--- config.mk ---
export PLATFORM = sky130hd
export DESIGN_NAME = julia_pixel_scheduler_flat
export DESIGN_NICKNAME = d
export VERILOG_FILES = /design/src/rtl/jsv_pkg.sv /design/src/rtl/julia_pixel_scheduler_if.sv /design/src/rtl/julia_pixel_scheduler_rr_arbiter.sv /design/src/rtl/julia_pixel_scheduler.sv /design/src/flat_wrapper.sv
export SDC_FILE = /design/constraint.sdc
export NUM_CORES = 1
export LEC_CHECK = 0
export ABC_AREA = 1
export CORE_ASPECT_RATIO = 1.75
export CORE_MARGIN = 4
export CORE_UTILIZATION = 43
export DETAILED_ROUTE_END_ITERATION = 6
export PLACE_DENSITY = 0.85
export SYNTH_ARGS = -nofsm -noshare
export SYNTH_HDL_FRONTEND = slang
export SYNTH_SLANG_ARGS = --single-unit
--- constraint.sdc ---
create_clock -name Clk -period 2.1 [get_ports Clk]
set_input_delay 0.315 -clock Clk [delete_from_list [all_inputs] [get_ports Clk]]
set_output_delay 0.315 -clock Clk [all_outputs]
set_load 0.005 [all_outputs]
--- src/rtl/jsv_pkg.sv ---
// jsv_pkg: shared constants and types for the Julia-set pixel scheduler.
//   H_RES/V_RES   default screen geometry (640x480)
//   NUM_ENG       default iteration-engine pool size
//   COORD_W       pixel coordinate width
//   ITER_W        iteration-count width
//   pixel_t       one drawn pixel {x, y, i}
//   sched_state_t frame scheduler states
package jsv_pkg;

    localparam int H_RES   = 640;
    localparam int V_RES   = 480;
    localparam int NUM_ENG = 2;
    localparam int COORD_W = 10;
    localparam int ITER_W  = 8;

    typedef struct packed {
        logic [COORD_W-1:0] x;
        logic [COORD_W-1:0] y;
        logic [ITER_W-1:0]  i;
    } pixel_t;

    typedef enum logic [1:0] {
        IDLE,
        ISSUE,
        DRAIN,
        DONE
    } sched_state_t;

    function automatic int unsigned frame_pixels(int unsigned h, int unsigned v);
        return h * v;
    endfunction

endpackage

--- src/rtl/julia_pixel_scheduler_if.sv ---
// julia_pixel_scheduler_if: control, engine-pool and draw-port signals of the
// pixel scheduler.
//   control : start (in), busy, frame_done (out)
//   issue   : iss_valid (one-hot), iss_x, iss_y (out); eng_ready (in)
//   result  : res_valid, res_x, res_y, res_i (in, packed per engine); res_ack (out)
//   draw    : draw, draw_x, draw_y, draw_i (out); draw_ready (in)
// master = scheduler side, slave = environment (engines, SDRAM writer, control).
interface julia_pixel_scheduler_if #(
    parameter int NUM_ENG = jsv_pkg::NUM_ENG,
    parameter int COORD_W = jsv_pkg::COORD_W,
    parameter int ITER_W  = jsv_pkg::ITER_W
);
    logic                       start;
    logic                       busy;
    logic                       frame_done;
    logic [NUM_ENG-1:0]         iss_valid;
    logic [COORD_W-1:0]         iss_x;
    logic [COORD_W-1:0]         iss_y;
    logic [NUM_ENG-1:0]         eng_ready;
    logic [NUM_ENG-1:0]         res_valid;
    logic [NUM_ENG*COORD_W-1:0] res_x;
    logic [NUM_ENG*COORD_W-1:0] res_y;
    logic [NUM_ENG*ITER_W-1:0]  res_i;
    logic [NUM_ENG-1:0]         res_ack;
    logic                       draw;
    logic [COORD_W-1:0]         draw_x;
    logic [COORD_W-1:0]         draw_y;
    logic [ITER_W-1:0]          draw_i;
    logic                       draw_ready;

    modport master (
        input  start, eng_ready, res_valid, res_x, res_y, res_i, draw_ready,
        output busy, frame_done, iss_valid, iss_x, iss_y, res_ack,
               draw, draw_x, draw_y, draw_i
    );

    modport slave (
        output start, eng_ready, res_valid, res_x, res_y, res_i, draw_ready,
        input  busy, frame_done, iss_valid, iss_x, iss_y, res_ack,
               draw, draw_x, draw_y, draw_i
    );

endinterface

--- src/rtl/julia_pixel_scheduler_rr_arbiter.sv ---
// rr_arbiter: round-robin arbiter with a registered priority pointer.
//   clk, rst : clock, asynchronous active-high reset (pointer -> 0)
//   req      : N request lines
//   advance  : the current grant is being consumed; pointer moves past it
//   grant    : one-hot grant, first requester at or after the pointer
module rr_arbiter #(
    parameter int N = 2
) (
    input  logic         clk,
    input  logic         rst,
    input  logic [N-1:0] req,
    input  logic         advance,
    output logic [N-1:0] grant
);
    localparam int          PW = (N > 1) ? $clog2(N) : 1;
    localparam int unsigned NU = N;

    logic [PW-1:0] ptr_q;
    logic [PW-1:0] win;
    logic          found;
    int unsigned   idx;

    always_comb begin
        grant = '0;
        win   = ptr_q;
        found = 1'b0;
        idx   = 0;
        for (int unsigned k = 0; k < NU; k++) begin
            idx = (int'(ptr_q) + k) % NU;
            if (!found && req[idx]) begin
                grant[idx] = 1'b1;
                win        = PW'(idx);
                found      = 1'b1;
            end
        end
    end

    always_ff @(posedge clk or posedge rst) begin
        if (rst) begin
            ptr_q <= '0;
        end else if (advance && found) begin
            ptr_q <= (int'(win) == N - 1) ? '0 : win + PW'(1);
        end
    end

endmodule

--- src/rtl/julia_pixel_scheduler.sv ---
// julia_pixel_scheduler: walks the H_RES x V_RES frame in raster order, issues
// coordinates to a pool of fractal engines and funnels their results, in
// completion order, into the single SDRAM draw port.
//   Clk, Reset_h : system clock, asynchronous active-high reset
//   bus (master) : start/busy/frame_done control, engine issue/result lanes,
//                  draw port (see julia_pixel_scheduler_if)
module julia_pixel_scheduler #(
    parameter int H_RES   = jsv_pkg::H_RES,
    parameter int V_RES   = jsv_pkg::V_RES,
    parameter int NUM_ENG = jsv_pkg::NUM_ENG,
    parameter int COORD_W = jsv_pkg::COORD_W,
    parameter int ITER_W  = jsv_pkg::ITER_W
) (
    input  logic Clk,
    input  logic Reset_h,
    julia_pixel_scheduler_if.master bus
);
    import jsv_pkg::*;

    localparam int unsigned TOTAL   = frame_pixels(H_RES, V_RES);
    localparam int          DRAWN_W = $clog2(TOTAL + 1);
    localparam int unsigned NE      = NUM_ENG;

    sched_state_t         state_q, state_d;
    logic [COORD_W-1:0]   x_q, y_q;
    logic [NUM_ENG-1:0]   outstanding_q, avail, iss, grant, ack;
    logic [DRAWN_W-1:0]   drawn_q;
    logic                 draw_q;
    logic [COORD_W-1:0]   dx_q, dy_q, win_x, win_y;
    logic [ITER_W-1:0]    di_q, win_i;
    logic                 start_ok, issuing, last_issue, handshake, capture;

    assign start_ok   = (state_q == IDLE) && bus.start;
    // An engine that still owes a result is never offered new work.
    assign avail      = bus.eng_ready & ~outstanding_q;
    assign issuing    = |iss;
    assign last_issue = issuing && (x_q == COORD_W'(H_RES - 1)) && (y_q == COORD_W'(V_RES - 1));
    assign handshake  = draw_q & bus.draw_ready;
    // The draw register takes a new result when empty or emptying this cycle.
    assign capture    = (|bus.res_valid) && (!draw_q || bus.draw_ready);
    assign ack        = capture ? grant : '0;

    rr_arbiter #(.N(NUM_ENG)) u_rr (
        .clk     (Clk),
        .rst     (Reset_h),
        .req     (bus.res_valid),
        .advance (capture),
        .grant   (grant)
    );

    // Lowest-index free engine takes the current pixel.
    always_comb begin
        iss = '0;
        if (state_q == ISSUE) begin
            for (int unsigned e = 0; e < NE; e++) begin
                if (avail[e] && (iss == '0)) iss[e] = 1'b1;
            end
        end
    end

    always_comb begin
        win_x = '0;
        win_y = '0;
        win_i = '0;
        for (int unsigned e = 0; e < NE; e++) begin
            if (grant[e]) begin
                win_x = bus.res_x[e*COORD_W +: COORD_W];
                win_y = bus.res_y[e*COORD_W +: COORD_W];
                win_i = bus.res_i[e*ITER_W +: ITER_W];
            end
        end
    end

    // DONE is entered on the final handshake itself so frame_done lands in the
    // very next cycle.
    always_comb begin
        state_d = state_q;
        unique case (state_q)
            IDLE:    if (bus.start) state_d = ISSUE;
            ISSUE:   if (last_issue) state_d = DRAIN;
            DRAIN:   if ((handshake && (drawn_q == DRAWN_W'(TOTAL - 1))) ||
                         (drawn_q == DRAWN_W'(TOTAL))) state_d = DONE;
            DONE:    state_d = IDLE;
            default: state_d = IDLE;
        endcase
    end

    always_ff @(posedge Clk or posedge Reset_h) begin
        if (Reset_h) begin
            state_q       <= IDLE;
            x_q           <= '0;
            y_q           <= '0;
            outstanding_q <= '0;
            drawn_q       <= '0;
            draw_q        <= 1'b0;
            dx_q          <= '0;
            dy_q          <= '0;
            di_q          <= '0;
        end else begin
            state_q       <= state_d;
            // Ack and re-issue to one engine in the same cycle leaves it outstanding.
            outstanding_q <= (outstanding_q & ~ack) | iss;

            if (start_ok) begin
                x_q <= '0;
                y_q <= '0;
            end else if (issuing) begin
                if (x_q == COORD_W'(H_RES - 1)) begin
                    x_q <= '0;
                    y_q <= (y_q == COORD_W'(V_RES - 1)) ? '0 : y_q + COORD_W'(1);
                end else begin
                    x_q <= x_q + COORD_W'(1);
                end
            end

            if (start_ok)       drawn_q <= '0;
            else if (handshake) drawn_q <= drawn_q + DRAWN_W'(1);

            if (capture) begin
                draw_q <= 1'b1;
                dx_q   <= win_x;
                dy_q   <= win_y;
                di_q   <= win_i;
            end else if (handshake) begin
                draw_q <= 1'b0;
            end
        end
    end

    assign bus.busy       = (state_q == ISSUE) || (state_q == DRAIN);
    assign bus.frame_done = (state_q == DONE);
    assign bus.iss_valid  = iss;
    assign bus.iss_x      = x_q;
    assign bus.iss_y      = y_q;
    assign bus.res_ack    = ack;
    assign bus.draw       = draw_q;
    assign bus.draw_x     = dx_q;
    assign bus.draw_y     = dy_q;
    assign bus.draw_i     = di_q;

endmodule

--- src/flat_wrapper.sv ---
// flat-port wrapper written by rule: the top's interface ports become plain ports
module julia_pixel_scheduler_flat import jsv_pkg::*;
#(
    parameter int H_RES   = jsv_pkg::H_RES,
    parameter int V_RES   = jsv_pkg::V_RES,
    parameter int NUM_ENG = jsv_pkg::NUM_ENG,
    parameter int COORD_W = jsv_pkg::COORD_W,
    parameter int ITER_W  = jsv_pkg::ITER_W
)
  (Clk, Reset_h, bus_start, bus_eng_ready, bus_res_valid, bus_res_x, bus_res_y, bus_res_i, bus_draw_ready, bus_busy, bus_frame_done, bus_iss_valid, bus_iss_x, bus_iss_y, bus_res_ack, bus_draw, bus_draw_x, bus_draw_y, bus_draw_i);
  julia_pixel_scheduler_if #(.NUM_ENG(NUM_ENG), .COORD_W(COORD_W), .ITER_W(ITER_W)) bus_i ();
  input  logic Clk;
  input  logic Reset_h;
  input wire logic [$bits(bus_i.start)-1:0] bus_start;
  input wire logic [$bits(bus_i.eng_ready)-1:0] bus_eng_ready;
  input wire logic [$bits(bus_i.res_valid)-1:0] bus_res_valid;
  input wire logic [$bits(bus_i.res_x)-1:0] bus_res_x;
  input wire logic [$bits(bus_i.res_y)-1:0] bus_res_y;
  input wire logic [$bits(bus_i.res_i)-1:0] bus_res_i;
  input wire logic [$bits(bus_i.draw_ready)-1:0] bus_draw_ready;
  output wire logic [$bits(bus_i.busy)-1:0] bus_busy;
  output wire logic [$bits(bus_i.frame_done)-1:0] bus_frame_done;
  output wire logic [$bits(bus_i.iss_valid)-1:0] bus_iss_valid;
  output wire logic [$bits(bus_i.iss_x)-1:0] bus_iss_x;
  output wire logic [$bits(bus_i.iss_y)-1:0] bus_iss_y;
  output wire logic [$bits(bus_i.res_ack)-1:0] bus_res_ack;
  output wire logic [$bits(bus_i.draw)-1:0] bus_draw;
  output wire logic [$bits(bus_i.draw_x)-1:0] bus_draw_x;
  output wire logic [$bits(bus_i.draw_y)-1:0] bus_draw_y;
  output wire logic [$bits(bus_i.draw_i)-1:0] bus_draw_i;
  assign bus_i.start = bus_start;
  assign bus_i.eng_ready = bus_eng_ready;
  assign bus_i.res_valid = bus_res_valid;
  assign bus_i.res_x = bus_res_x;
  assign bus_i.res_y = bus_res_y;
  assign bus_i.res_i = bus_res_i;
  assign bus_i.draw_ready = bus_draw_ready;
  assign bus_busy = bus_i.busy;
  assign bus_frame_done = bus_i.frame_done;
  assign bus_iss_valid = bus_i.iss_valid;
  assign bus_iss_x = bus_i.iss_x;
  assign bus_iss_y = bus_i.iss_y;
  assign bus_res_ack = bus_i.res_ack;
  assign bus_draw = bus_i.draw;
  assign bus_draw_x = bus_i.draw_x;
  assign bus_draw_y = bus_i.draw_y;
  assign bus_draw_i = bus_i.draw_i;
  julia_pixel_scheduler #(.H_RES(H_RES), .V_RES(V_RES), .NUM_ENG(NUM_ENG), .COORD_W(COORD_W), .ITER_W(ITER_W)) u_core (.Clk(Clk), .Reset_h(Reset_h), .bus(bus_i));
endmodule
==> key figures, run 1 <==
Outcome
  – Outcome: complete, no violations

Run
  – Max Cap Viol: 0

GRT
  – First-pass GRT wire length: 18,100 um
  – GRT overflow: 0
  – Global-route usage over all layers: 21.2%
  – Initial antenna violation count: 0
  – Largest net degree at the start of global routing: 74
  – Vias in the first global route: 4,028

Power
  – Net load switching power: 0.00181 W
  – Register share of total power: 37.9%
  – Leakage power figure: 2.51 nW
  – Clock share of power: 26.1%
  – PD cells: 941 mW/mm^2
  – Switching share of total power: 34.7%
  – Comb power frac: 36.1%
  – Max IR drop VDD: 535 uV
  – Internal power: 0.00341 W

Yosys
  – Net count after synthesis: 587
  – Yosys reg bits: 73
  – Post-synth top area share: 46.4%
  – Synthesized area: 0.00394 mm^2
  – List of most frequent post-synthesis cells: 155 x nand2_1, 73 x dfrtp_1, 58 x nand3_1
  – Synth async-reset ratio: 100%
  – Area leader, netlist: dfrtp_1
  – Sequential area share after synthesis: 46.4%
  – Synth top area cells: dfrtp_1 46%, nand2_1 15%, nand3_1 7.4%
  – Syn Area/Cell: 7.66 um^2
  – Post-synth EDFFs: 0
  – Ys Warns: 0
  – Netlist cell types: 32
  – Count leader, synth: nand2_1
  – Main synth FF type: dfrtp_1
  – Cells after Synth: 514

Worst setup path
  – CP Cell Sequence: inv_2, ha_4, inv_2, nor2_1, clkdlybuf4s50_1
  – Worst Setup End Kind: output pin
  – CP startpoint kind: flip-flop
  – Req. time, crit path: 1.78 ns
  – Cell mode on critical path: inv_2
  – Crit path DAT: 1.72 ns
  – Slowest-stage cell, CP: clkdlybuf4s50_1
  – CP max stage delay: 0.51 ns
  – Crit path kind: reg2out
  – CP Max Fanout: 4

Final layout
  – Area grow syn2layout: 40.7%
  – Final #Nets: 709
  – Layout cells sized above 1: 9.20%
  – Ant diodes: 0
  – Post-layout util: 61.7%
  – Final non-filler cell area: 0.00554 mm^2

Floorplanning
  – Row count: 46
  – Die footprint: 0.0108 mm^2
  – Core ar.: 0.00898 mm^2
  – IO Pins: 119
  – Initial core utilization: 43.9%
  – Die height: 135 um
  – Die Width: 80.4 um

Detailed routing
  – Initial DRC Count: 273
  – Routed Antenna Nets: 0
  – First-pass DRT Iterations: 6
  – Via count: 3,970
  – Residual DRC: 0
  – WL final: 11,000 um
  – Mean number of vias per cell: 5.22
  – DR WL/cell: 14.5 um

Placed design
  – Dpl hpwl: 8210 um
  – Placed cell area: 0.00527 mm^2
  – Routability cong.: 0.866
  – IO Port Bufs: 118

CTS
  – Root Buffer: clkbuf_16
  – Depth of the CTS H-tree: 3
  – Clock Latency Late Sink: 0.33 ns
  – TritonCTS clock tree: done
  – Clock buffer depth: 2
  – CTS Buf Count: 9
  – Hold-fix buffers at CTS: 0
  – Clock sinks: 73
  – Number of buffers added for setup after CTS: 0
  – Worst-path clk slew: 0.06 ns

Timing
  – Minimum hold slack: 0.431 ns
  – Max Slew Vio Count: 0
  – Period utilization: 96.8%
  – Final setup viols: 0
  – Setup TNS: 0 ns
  – RSZ-0062 raised after global routing: false
  – Rel. slew slack: 74.1%
  – Max Freq: 0.492 GHz
  – Final Hold Vio Count: 0
  – Min Tclk post-route: 2.03 ns
  – Worst Max-Slew Pin Slew: 0.388 ns
  – Clk_skew: 0.00674 ns

Worst hold path
  – Min-delay worst type: in2async
power groups by stage:
| stage | Sequential (W) | Clock [W] | Combinational (W) |
|---|---|---|---|
| 2_1_floorplan | 0.00195 | 0 | 0.000944 |
| 3_3_place_gp | 0.00197 | 0 | 0.00177 |
| 3_5_place_dp | 0.00198 | 0 | 0.00185 |
| 4_1_cts | 0.00197 | 0.00138 | 0.00189 |
| 5_1_grt | 0.00202 | 0.00145 | 0.00206 |
| 6_report | 0.00198 | 0.00136 | 0.00188 |
logic make-up (layout without fill, tap and decap cells):
family | after synthesis | count (layout) | synth area share, %
AND/OR/NAND/NOR | 308 | 308 | 35.5
flip-flops | 73 | 73 | 46.4
buffers and inverters | 69 | 196 | 7.21
AO/OA/AOI/OAI | 52 | 52 | 7.37
adder cells (fa/ha/maj) | 9 | 9 | 2.86
XOR/XNOR | 3 | 3 | 0.667
final timing paths:
| path | cells past startpoint | slack, ns | endpoint | from |
|---|---|---|---|---|
| worst max-delay path | 5 | 0.07 | bus_iss_valid[0] | u_core.state_q[1]$_DFFE_PP0P_ |
| worst min-delay path | 3 | 0.43 | u_core.bus.iss_x[2]$_DFFE_PP0P_ | Reset_h |
| worst max register to register | 10 | 0.23 | u_core.state_q[1]$_DFFE_PP0P_ | u_core.bus.iss_y[0]$_DFFE_PP0P_ |
| worst min register to register | 2 | 0.50 | u_core.bus.draw_y[0]$_DFFE_PP0P_ | u_core.bus.draw_y[0]$_DFFE_PP0P_ |
| max in group asynchronous | 3 | 1.34 | u_core.state_q[0]$_DFFE_PP0P_ | Reset_h |
| min in group Clk | 2 | 0.50 | u_core.bus.draw_y[0]$_DFFE_PP0P_ | u_core.bus.draw_y[0]$_DFFE_PP0P_ |
flip-flops by register name, summed over array words and instances, names as in the netlist:
signal	cells
u_core.drawn_q	19
u_core.bus.draw_x	10
u_core.bus.draw_y	10
u_core.bus.iss_x	10
u_core.bus.iss_y	10
u_core.bus.draw_i	8
u_core.outstanding_q	2
u_core.state_q	2
u_core.bus.draw	1
u_core.u_rr.ptr_q	1
final cells by class:
cell class	instances	area, um^2
inverter	55	213
clock buffer	13	240
timing repair buffer	125	1240
tap	120	150
sequential	73	1830
clock inverter	3	17.5
multi-input combinational	372	1850
fill	780	3440
what timing repair did:
action,in CTS,in global routing
endpoints found under the setup margin,2,1
resized for setup,5,1
endpoints found under the hold margin,0,0
cell usage in the layout (no fill, tap or decap), drive strengths merged, types with 3 or more instances in the layout:
cell type,n
a21oi,24
buf,7
clkbuf,13
clkdlybuf4s50,117
dfrtp,73
ha,9
inv,54
nand2,166
nand3,59
nand4,12
nor2,52
nor3,13
o21ai,24
xor2,3
through the flow:
| stage | std cells | setup slack [ns] | total power (W) |
|---|---|---|---|
| after detailed placement | 745 | 0.127 | 0.00383 |
| after global placement | 745 | 0.173 | 0.00373 |
| final | 761 | 0.0668 | 0.00522 |
| after floorplan | 514 | 0.520 | 0.00289 |
| after global routing | 761 | 0.00167 | 0.00552 |
| after CTS | 761 | 0.0266 | 0.00524 |
critical path: cells and delay by family (launching register included):
| kind | cells | cell delay, ns |
|---|---|---|
| buffers and inverters | 3 | 0.69 |
| adder cells (fa/ha/maj) | 1 | 0.16 |
| flip-flops | 1 | 0.43 |
| AND/OR/NAND/NOR | 1 | 0.10 |
routing by layer:
| layer | GRT usage (%) | vias to the layer above | share of wire, % |
|---|---|---|---|
| met3 | 6.61 | 38 | 8.4 |
| met5 | 0 | - | 0 |
| li1 | - | 1895 | - |
| met2 | 37.9 | 208 | 53 |
| met4 | 9.59 | 0 | 3.3 |
| met1 | 22.1 | 1829 | 35 |
No activity file was read; power rests on OpenSTA's default activity.
==> inputs of run 2 (changes only) <==
Settings changed: CAP_MARGIN set to 25, CORE_UTILIZATION 43 to 47, PLACE_DENSITY 0.85 to 0.88, TNS_END_PERCENT set to 30.
Clock period 2.1 ns to 1.97 ns, I/O delays scaled along.
==> key figures, run 2 (synthesized netlist as in run 1, its figures left out) <==
Placed design
  – Placed cell area: 0.00527 mm^2
  – Dpl hpwl: 8450 um
  – IO Port Bufs: 118
  – DP Worst Slack: -0.00250 ns
  – Routability cong.: 0.948

Timing
  – Worst Max-Slew Pin Slew: 0.405 ns
  – Rel. slew slack: 73.0%
  – Final Hold Vio Count: 0
  – Final setup viols: 0
  – Min Tclk post-route: 1.93 ns
  – Clk_skew: 0.00634 ns
  – Max Freq: 0.517 GHz
  – Fin worst setup slack: 0.0372 ns
  – Max Slew Vio Count: 0
  – Minimum hold slack: 0.387 ns
  – Period utilization: 98.1%
  – RSZ-0062 raised after global routing: false

Floorplanning
  – Die height: 129 um
  – Row count: 43
  – Core ar.: 0.00807 mm^2
  – Initial core utilization: 48.8%
  – Die Width: 77.2 um
  – Die footprint: 0.00997 mm^2
  – IO Pins: 119

Worst setup path
  – Crit path DAT: 1.64 ns
  – CP max stage delay: 0.57 ns
  – Slowest-stage cell, CP: clkdlybuf4s50_1
  – Cell mode on critical path: clkdlybuf4s50_1
  – CP startpoint kind: input pin
  – Reg2Reg Setup Slack: 0.20 ns
  – Req. time, crit path: 1.67 ns
  – CP Cell Sequence: clkdlybuf4s50_1, o21ai_1, nor2_2, clkdlybuf4s50_1
  – R2R depth: 10
  – RR Endpoint: u_core.state_q[1]$_DFFE_PP0P_
  – Crit path kind: in2out
  – Worst Setup End Kind: output pin
  – R2r startpoint: u_core.bus.iss_y[1]$_DFFE_PP0P_
  – CP Max Fanout: 3

Final layout
  – Final #Nets: 716
  – Final non-filler cell area: 0.00561 mm^2
  – Layout cells sized above 1: 10.8%
  – Max reg flops: 19
  – Most flop-heavy register: u_core.drawn_q
  – Commonest non-fill, non-tap cells in the layout: 155 x nand2_1, 114 x clkdlybuf4s50_1, 73 x dfrtp_1, 58 x nand3_1, 44 x inv_1
  – Area grow syn2layout: 42.4%
  – Ant diodes: 0
  – Most common library cell in the layout ignoring fill and taps: nand2_1

GRT
  – First-pass GRT wire length: 19,200 um
  – Routing usage on met1: 24.0%
  – Most Used Layer, Global Route: met2
  – Initial antenna violation count: 0
  – Grt met3 use: 6.75%
  – Largest net degree at the start of global routing: 74
  – GRT overflow: 0
  – Vias in the first global route: 4,273
  – M2 GR Usage: 46.2%
  – Global-route usage over all layers: 24.1%

CTS
  – Clock buffer depth: 2
  – Root Buffer: clkbuf_16
  – Worst-path clk slew: 0.06 ns
  – Clock Latency Late Sink: 0.34 ns
  – Clock sinks: 73
  – Depth of the CTS H-tree: 3
  – TritonCTS clock tree: done
  – CTS Buf Count: 9

Power
  – PD cells: 1050 mW/mm^2
  – Net load switching power: 0.00198 W
  – Clock share of power: 29.3%
  – Max IR drop VDD: 728 uV
  – Leakage power figure: 2.60 nW
  – Internal power: 0.00390 W
  – Switching share of total power: 33.7%
  – Comb power frac: 35.4%
  – Register share of total power: 35.3%

Detailed routing
  – DR WL/cell: 15.8 um
  – WL final: 11,600 um
  – Initial DRC Count: 256
  – Via count: 4,029
  – Residual DRC: 0
  – Mean number of vias per cell: 5.46
  – First-pass DRT Iterations: 6
  – Routed Antenna Nets: 0

Worst hold path
  – Min-delay worst type: in2async

Run
  – Max Cap Viol: 0

Outcome
  – Outcome: complete, no violations
## run 2: cell types whose count changed in the layout (fill, tap and decap cells not counted), sizes merged
cell	delta
buf	+7
bufinv	+1
clkbuf	-1
clkdlybuf4s50	-3
clkinv	-1
clkinvlp	+1
dlygate4sd2	+1
dlymetal6s2s	+2
## run 2: power by group through the flow
stage               sequential [W]  clock (W)  combinational [W]
floorplan                  0.00208          0            0.00101
global placement           0.00208          0            0.00195
detailed placement         0.00209          0            0.00205
CTS                        0.00207    0.00173            0.00208
global route               0.00212    0.00180            0.00228
finish                     0.00208    0.00172            0.00208
## run 2: through the flow
step | TNS (ns) | power [W] | std cells | util, %
2_1_floorplan | 0 | 0.00308 | 514 | -
3_3_place_gp | 0 | 0.00403 | 721 | 65.3
3_5_place_dp | -0.00250 | 0.00414 | 721 | 65.3
4_1_cts | -0.0707 | 0.00589 | 738 | 69.4
5_1_grt | 0 | 0.00620 | 738 | 69.5
6_report | 0 | 0.00587 | 738 | 69.5
## run 2: worst max path at each step
stage / startpoint / to / slack (ns) / cells past startpoint
final: bus_res_valid[1] / bus_res_ack[1] / 0.04 / 4
after global routing: bus_res_valid[1] / bus_res_ack[1] / 0.02 / 4
after CTS: u_core.state_q[1]$_DFFE_PP0P_ / bus_iss_valid[0] / -0.07 / 5
after detailed placement: bus_draw_ready / bus_res_ack[0] / -0.002 / 6
after global placement: bus_res_valid[0] / bus_res_ack[0] / 0.04 / 6
after floorplan: u_core.state_q[1]$_DFFE_PP0P_ / u_core.bus.iss_y[2]$_DFFE_PP0P_ / 0.39 / 10
## run 2: timing repair
item,in CTS,in global routing
hold buffers,0,0
resized for setup,4,5
setup endpoints to repair,5,3
buffers inserted,1,0
## run 2: layer usage
metal | part of all wire, % | up-vias | wire length, um
li1 | - | 1916 | -
met1 | 35 | 1917 | 4020
met2 | 56 | 162 | 6510
met3 | 6.7 | 34 | 775
met4 | 2.9 | 0 | 336
met5 | 0 | - | 0
## run 2: layout make-up
type / count / area, um^2
Fill cell: 570 / 2460
Multi-Input combinational cell: 372 / 1840
Sequential cell: 73 / 1830
Timing Repair Buffer: 132 / 1300
Clock buffer: 12 / 267
Inverter: 55 / 213
Tap cell: 90 / 113
Clock inverter: 4 / 50.0
## run 2: worst max-delay path: cells and delay by family
kind,cells,cell delay [ns]
and+or+nand+nor,1,0.13
buffers and inverters,2,1.10
AOI/OAI and AO/OA,1,0.12
==> inputs of run 3 (changes only) <==
Settings changed: CORE_MARGIN 4 to 2, SKIP_CTS_REPAIR_TIMING set to 1.
==> key figures, run 3 (synthesized netlist as in run 1, its figures left out) <==
Floorplanning
  – Initial core utilization: 48.0%
  – Row count: 44
  – Die Width: 73.2 um
  – Core ar.: 0.00820 mm^2
  – Die height: 125 um
  – Die footprint: 0.00916 mm^2
  – IO Pins: 119

Detailed routing
  – Residual DRC: 0
  – First-pass DRT Iterations: 5
  – DR WL/cell: 14.6 um
  – Mean number of vias per cell: 5.31
  – WL final: 10,700 um
  – Initial DRC Count: 260
  – Routed Antenna Nets: 0
  – Via count: 3,918

Power
  – Net load switching power: 0.00189 W
  – PD cells: 1000 mW/mm^2
  – Comb power frac: 36.9%
  – Register share of total power: 37.3%
  – Switching share of total power: 33.8%
  – Clock share of power: 25.7%
  – Max IR drop VDD: 583 uV
  – Total power: 0.00557 W
  – Internal power: 0.00369 W
  – Leakage power figure: 2.59 nW

Timing
  – Final Hold Vio Count: 0
  – RSZ-0062 raised after global routing: true
  – Final setup viols: 0
  – Fin worst setup slack: 0.00278 ns
  – Max Slew Vio Count: 0
  – Worst Max-Slew Pin Slew: 0.387 ns
  – Rel. slew slack: 74.0%
  – Min Tclk post-route: 1.97 ns
  – Minimum hold slack: 0.410 ns
  – Max Freq: 0.508 GHz
  – Clk_skew: 0.00707 ns
  – Period utilization: 99.9%

Final layout
  – Layout cells sized above 1: 10.2%
  – Final #Nets: 717
  – Filler cells: 598
  – Most common library cell in the layout ignoring fill and taps: nand2_1
  – Area grow syn2layout: 41.2%
  – Ant diodes: 0
  – Register area: 0.00183 mm^2
  – Most flop-heavy register: u_core.drawn_q
  – Multi-input combinational cell area: 0.00184 mm^2
  – Max reg flops: 19
  – Commonest non-fill, non-tap cells in the layout: 155 x nand2_1, 115 x clkdlybuf4s50_1, 73 x dfrtp_1, 58 x nand3_1, 44 x inv_1
  – Non-filler cells, final: 738

CTS
  – CTS Buf Count: 9
  – Clock sinks: 73
  – Root Buffer: clkbuf_16
  – Clock Latency Late Sink: 0.34 ns
  – Depth of the CTS H-tree: 3
  – Worst-path clk slew: 0.05 ns
  – Clock buffer depth: 2
  – TritonCTS clock tree: done

GRT
  – Initial antenna violation count: 0
  – First-pass GRT wire length: 18,000 um
  – Vias in the first global route: 4,168
  – Largest net degree at the start of global routing: 74
  – Global-route usage over all layers: 24.8%
  – GRT overflow: 0

Placed design
  – IO Port Bufs: 118
  – Dpl hpwl: 7970 um
  – DP Worst Slack: -0.0298 ns
  – Inst Count DP: 723
  – Routability cong.: 0.893

Worst setup path
  – CP startpoint kind: input pin
  – Crit path DAT: 1.67 ns
  – CP Cell Sequence: clkdlybuf4s50_1, inv_1, a21oi_1, nand2_1, inv_1, clkdlybuf4s50_1
  – Crit path kind: in2out
  – Req. time, crit path: 1.67 ns
  – Slowest-stage cell, CP: clkdlybuf4s50_1
  – CP max stage delay: 0.54 ns
  – CP Max Fanout: 2
  – Worst Setup End Kind: output pin

Worst hold path
  – Min-delay worst type: in2async

Outcome
  – Outcome: complete, no violations

Run
  – Max Cap Viol: 0
## run 3: cell count changes in the layout (fill, tap and decap cells not counted)
cell	change
clkbuf_1	+2
clkbuf_8	-2
clkinvlp_4	-2
dlygate4sd2_1	-2
buf_4	+1
bufinv_16	-1
clkdlybuf4s50_1	+1
dlymetal6s2s_1	+1
o21ai_0	+1
o21ai_1	-1
## run 3: per-stage QoR
stage               util [%]  setup TNS (ns)  instance area [um^2]
floorplan                  -               0                  3940
global placement        64.3               0                  5280
detailed placement      64.3         -0.0298                  5280
CTS                     67.4          -0.394                  5530
global route            67.8         -0.0807                  5560
finish                  67.8               0                  5560
## run 3: worst paths after layout
path,from,end,slack (ns),depth (start not counted)
setup / recovery,bus_res_valid[0],bus_res_ack[0],0.003,6
hold / removal,Reset_h,u_core.bus.iss_x[0]$_DFFE_PP0P_,0.41,3
setup reg to reg,u_core.state_q[1]$_DFFE_PP0P_,u_core.bus.iss_y[7]$_DFFE_PP0P_,0.27,9
hold reg to reg,u_core.bus.draw_x[3]$_DFFE_PP0P_,u_core.bus.draw_x[3]$_DFFE_PP0P_,0.50,2
max in group asynchronous,Reset_h,u_core.drawn_q[1]$_DFFE_PP0P_,1.26,3
min in group Clk,u_core.bus.draw_x[3]$_DFFE_PP0P_,u_core.bus.draw_x[3]$_DFFE_PP0P_,0.50,2
## run 3: layout make-up
class,count,share of cell area (%)
Clock inverter,1,0.0900
Clock buffer,12,4.43
Sequential cell,73,32.9
Inverter,55,3.83
Timing Repair Buffer,133,23.6
Multi-Input combinational cell,372,33.1
Tap cell,92,2.07
## run 3: metal layers
layer	GRT usage, %	part of all wire (%)
met1	25.9	35
met2	43.9	56
met3	5.96	5.7
met4	13.5	3.6
met5	0	0
## run 3: power by group through the flow
| stage | clock network (W) | registers [W] | logic (W) |
|---|---|---|---|
| 2_1_floorplan | 0 | 0.00208 | 0.00101 |
| 3_3_place_gp | 0 | 0.00208 | 0.00195 |
| 3_5_place_dp | 0 | 0.00210 | 0.00201 |
| 4_1_cts | 0.00145 | 0.00208 | 0.00204 |
| 5_1_grt | 0.00150 | 0.00212 | 0.00228 |
| 6_report | 0.00143 | 0.00208 | 0.00206 |
## run 3: worst max-delay path, delay by kind of cell
family / cells / cell delay (ns)
AOI/OAI and AO/OA: 1 / 0.12
buffers and inverters: 4 / 1.17
and+or+nand+nor: 1 / 0.09
